$ cat src/rtl/seq_divider.sv
// Iterative unsigned restoring divider: one quotient bit per clock,
// start/busy/done handshake, results held until the next accepted start.
module seq_divider #(
    parameter int WIDTH = 16,
    parameter int CNT_W = 5
) (
    input  logic             clk,
    input  logic             rst,
    input  logic             start,
    input  logic [WIDTH-1:0] dividend,
    input  logic [WIDTH-1:0] divisor,
    output logic [WIDTH-1:0] quotient,
    output logic [WIDTH-1:0] remainder,
    output logic             busy,
    output logic             done,
    output logic             div_zero
);

    typedef enum logic [1:0] {S_IDLE, S_RUN, S_DONE} state_t;

    state_t             state_q, state_d;
    logic [WIDTH-1:0]   quot_q, quot_d;
    logic [WIDTH-1:0]   rem_q, rem_d;
    logic [WIDTH-1:0]   dreg_q, dreg_d;
    logic [CNT_W-1:0]   cnt_q, cnt_d;
    logic               dz_q, dz_d;
    logic [WIDTH:0]     trial;

    always_comb begin
        state_d = state_q;
        quot_d  = quot_q;
        rem_d   = rem_q;
        dreg_d  = dreg_q;
        cnt_d   = cnt_q;
        dz_d    = dz_q;
        // One extra bit so the borrow shows up as the MSB
        trial   = {rem_q, quot_q[WIDTH-1]} - {1'b0, dreg_q};

        case (state_q)
            S_IDLE, S_DONE: begin
                state_d = S_IDLE;
                if (start) begin
                    quot_d  = dividend;
                    dreg_d  = divisor;
                    rem_d   = '0;
                    cnt_d   = CNT_W'(WIDTH);
                    dz_d    = (divisor == '0);
                    state_d = S_RUN;
                end
            end
            S_RUN: begin
                if (!trial[WIDTH]) begin
                    rem_d  = trial[WIDTH-1:0];
                    quot_d = {quot_q[WIDTH-2:0], 1'b1};
                end else begin
                    rem_d  = {rem_q[WIDTH-2:0], quot_q[WIDTH-1]};
                    quot_d = {quot_q[WIDTH-2:0], 1'b0};
                end
                cnt_d = cnt_q - CNT_W'(1);
                if (cnt_q == CNT_W'(1))
                    state_d = S_DONE;
            end
            default: state_d = S_IDLE;
        endcase
    end

    always_ff @(posedge clk or posedge rst) begin
        if (rst) begin
            state_q <= S_IDLE;
            quot_q  <= '0;
            rem_q   <= '0;
            dreg_q  <= '0;
            cnt_q   <= '0;
            dz_q    <= 1'b0;
        end else begin
            state_q <= state_d;
            quot_q  <= quot_d;
            rem_q   <= rem_d;
            dreg_q  <= dreg_d;
            cnt_q   <= cnt_d;
            dz_q    <= dz_d;
        end
    end

    assign quotient  = quot_q;
    assign remainder = rem_q;
    assign div_zero  = dz_q;
    assign busy      = (state_q == S_RUN);
    assign done      = (state_q == S_DONE);

endmodule

$ cat config.mk
export PLATFORM = sky130hd
export DESIGN_NAME = seq_divider
export DESIGN_NICKNAME = d
export VERILOG_FILES = /design/src/rtl/seq_divider.sv
export SDC_FILE = /design/constraint.sdc
export NUM_CORES = 1
export LEC_CHECK = 0
export BUFFER_PORTS_ARGS = -buffer_cell sky130_fd_sc_hd__buf_2
export CORE_MARGIN = 5
export CORE_UTILIZATION = 40
export CTS_CLUSTER_SIZE = 25
export DETAILED_ROUTE_END_ITERATION = 10
export SYNTH_ARGS = -nofsm -noshare
export SYNTH_HDL_FRONTEND = slang
export SYNTH_SLANG_ARGS = --single-unit
export TNS_END_PERCENT = 1
$ cat constraint.sdc
create_clock -name clk -period 3.05 [get_ports clk]
set_input_delay 0.61 -clock clk [delete_from_list [all_inputs] [get_ports clk]]
set_output_delay 0.61 -clock clk [all_outputs]
set_load 0.005 [all_outputs]
==> flow_metrics.env <==
export IMPL_status="complete, no violations"
export IMPL_row_count=32
export IMPL_syn_area_um2=3220
export IMPL_period_needed_ns=2.60
export IMPL_ir_drop_uv=501
export IMPL_cts_buffers=5
export IMPL_pre_cts_slack_ns=0.466
export IMPL_cts_max_path_buffers=2
export IMPL_synth_top_area_cell="dfrtp_1"
export IMPL_hold_buffers=0
export IMPL_p_leak_nw=1.80
export IMPL_path_cells="inv_1 > ha_1 > inv_1 > fa_1 > nand3_1 > a211oi_2 > nor2_2 > o21ai_4 > xnor2_4 > a32oi_1 > o31ai_2"
export IMPL_synth_common_cells="nand2_1, dfrtp_1, nand3_1, o21ai_0, inv_1"
export IMPL_vias=2830
export IMPL_clk_pin_slew_ns=0.11
export IMPL_r2r_end="remainder[9]$_DFFE_PP0P_"
export IMPL_max_freq_mhz=385
export IMPL_postCtsResizedCells=0
export IMPL_grt_antenna_before_repair=0
export IMPL_routedWlPerCell_um=15.4
export IMPL_synth_most_common_cell="nand2_1"
export IMPL_tightest_slew_ns=0.606
export IMPL_slowest_delay_ns=0.50
export IMPL_ff2ff_path_depth=11
export IMPL_drive_gt1_share_pct=23.0
export IMPL_synth_edf_count=0
export IMPL_regToRegStartpoint="quotient[15]$_DFFE_PP0P_"
export IMPL_period_share_pct=85.1
export IMPL_overflow=0
export IMPL_crit_path_max_fanout=19
export IMPL_syn_avg_cell_area_um2=8.88
export IMPL_tritoncts="yes"
export IMPL_critPathKind="reg2reg"
export IMPL_area_growth_synth_to_final_pct=17.4
export IMPL_synth_async_reset_ratio_pct=100
export IMPL_cts_root_buf="clkbuf_8"
export IMPL_drc=0
export IMPL_critPathLaunchType="register"
export IMPL_dp_hpwl_um=6180
export IMPL_h_tree_depth=2
export IMPL_yosysTopAreaCellShare_pct=43.5
export IMPL_chipHeight_um=99.8
export IMPL_r2r_setup_slack_ns=0.45
export IMPL_synthFlopType="dfrtp_1"
export IMPL_final_setup_worst_slack_ns=0.454
export IMPL_die_width_um=99.8
export IMPL_clock_sinks=56
export IMPL_finalClockSkew_ns=0.0104
export IMPL_drv_slew=0
export IMPL_maxCapViolations=0
export IMPL_finalHoldViolations=0
export IMPL_rsz0062_at_grt="false"
export IMPL_first_iter_violations=151
export IMPL_routed_wl_um=8210
export IMPL_nNetsFinal=483
export IMPL_core_area_um2=7810
export IMPL_setup_viol=0
export IMPL_slowest_stage="xnor2_4"
export IMPL_power_mw=5.14
export IMPL_dieArea_um2=9960
export IMPL_dr_pass1_iters=5
export IMPL_ios=70
export IMPL_ys_seq_area_share_pct=43.5
export IMPL_grt_pass1_wl_um=13700
export IMPL_crit_arrival_ns=2.82
export IMPL_grt_pass1_vias=2803
export IMPL_relSlewSlack_pct=59.2
export IMPL_power_density_nw_per_um2=1360
export IMPL_clkLatencyLatePin_ns=0.32
export IMPL_final_core_util_pct=48.5
export IMPL_antenna_left=0
export IMPL_worst_path_most_repeated_cell="inv_1"
export IMPL_cts_setup_buffers=0
export IMPL_gp_congestion=0.869
export IMPL_ys_types=51
export IMPL_ys_seq_elements=56
export IMPL_synth_fp_nets=417
export IMPL_end_kind="register"
export IMPL_netlist_instances=363
export IMPL_vias_per_cell=5.32
export IMPL_synth_area_leaders="dfrtp_1, nand2_1, ha_1"
export IMPL_hold_ws_ns=0.338
export IMPL_worstPathRequired_ns=3.28
export IMPL_n_antenna_cell=0
export IMPL_initial_utilization_pct=41.3
export IMPL_yosysWarnings=0
export IMPL_io_buffers=69
export IMPL_fin_setup_tns_ns=0
export IMPL_grt_usage_pct=16.9
export IMPL_worstHoldPathType="in2async"
export IMPL_grt_max_degree=50
-- metrics by stage --
step                      instances  area, um^2
after floorplan                 363        3220
after global placement          524        3690
after detailed placement        524        3690
after CTS                       532        3790
after global routing            532        3790
final                           532        3790
-- state kept, by name (all words and copies together) (netlist names) --
name,flops
dreg_q,16
cnt_q,5
quotient,16
div_zero,1
state_q,2
remainder,16
-- critical path, delay by kind of cell (launching register included) --
| family | cells | cell delay (ns) |
|---|---|---|
| DFF | 1 | 0.41 |
| adders and majority gates | 2 | 0.56 |
| and+or+nand+nor | 2 | 0.36 |
| buffers and inverters | 2 | 0.14 |
| AOI/OAI and AO/OA | 4 | 0.51 |
| xor gates and xnor gates | 1 | 0.50 |
-- placed cells by master (no fill, tap or decap), types with 2 or more instances in the layout --
master	netlist	routed
a22oi_1	15	15
nor4_1	5	5
nor3_1	3	3
clkinvlp_4	0	2
xor2_1	4	4
nand4_1	5	5
nor2b_1	3	2
buf_2	3	69
o211ai_1	2	2
nand3_1	34	34
nor2_1	5	4
o2111ai_1	2	2
nand2b_1	4	4
a32oi_1	7	7
o21ai_0	33	33
a21oi_1	11	11
nand2_1	76	76
inv_2	1	2
a41oi_1	2	2
o21ai_1	3	3
dfrtp_1	56	56
a21o_1	2	2
xnor2_1	6	6
inv_1	22	21
nor2_2	1	2
ha_1	18	18
clkbuf_8	0	5
buf_4	0	7
and2_1	3	3
-- cell type report --
class	count	area [um^2]
well taps	102	128
repair buffers	77	418
inverters	23	86.3
clock buffers	5	68.8
fillers	768	4020
multi-input cells	266	1660
flip-flops and latches	56	1400
clock inverters	3	23.8
-- routing by layer --
metal | wire [um] | GRT usage, %
met1 | 3990 | 24.4
met2 | 3660 | 26.3
met3 | 546 | 3.41
met4 | 14 | 3.47
met5 | 0 | 0
-- worst max-delay path by stage --
stage	from	end	cells after the start
CTS	quotient[15]$_DFFE_PP0P_	remainder[9]$_DFFE_PP0P_	11
global route	quotient[15]$_DFFE_PP0P_	remainder[14]$_DFFE_PP0P_	11
global placement	quotient[15]$_DFFE_PP0P_	remainder[9]$_DFFE_PP0P_	11
finish	quotient[15]$_DFFE_PP0P_	remainder[9]$_DFFE_PP0P_	11
floorplan	quotient[15]$_DFFE_PP0P_	remainder[1]$_DFFE_PP0P_	12
detailed placement	quotient[15]$_DFFE_PP0P_	remainder[9]$_DFFE_PP0P_	11
-- report_power, final --
part           switching [mW]  total, mW  internal, mW  leakage [nW]
logic                    1.96       3.32          1.36          1.07
registers               0.280       1.40          1.12         0.689
clock network           0.259      0.423         0.163        0.0404
-- cells by family after synthesis --
kind of cell               after synthesis  synth area share (%)
and+or+nand+nor                        146                  21.0
AOI/OAI and AO/OA                       89                  18.5
DFF                                     56                  43.5
buffers and inverters                   41                  5.35
adders and majority gates               19                  7.61
xor gates and xnor gates                12                  4.07
No activity file was read; power rests on OpenSTA's default activity.
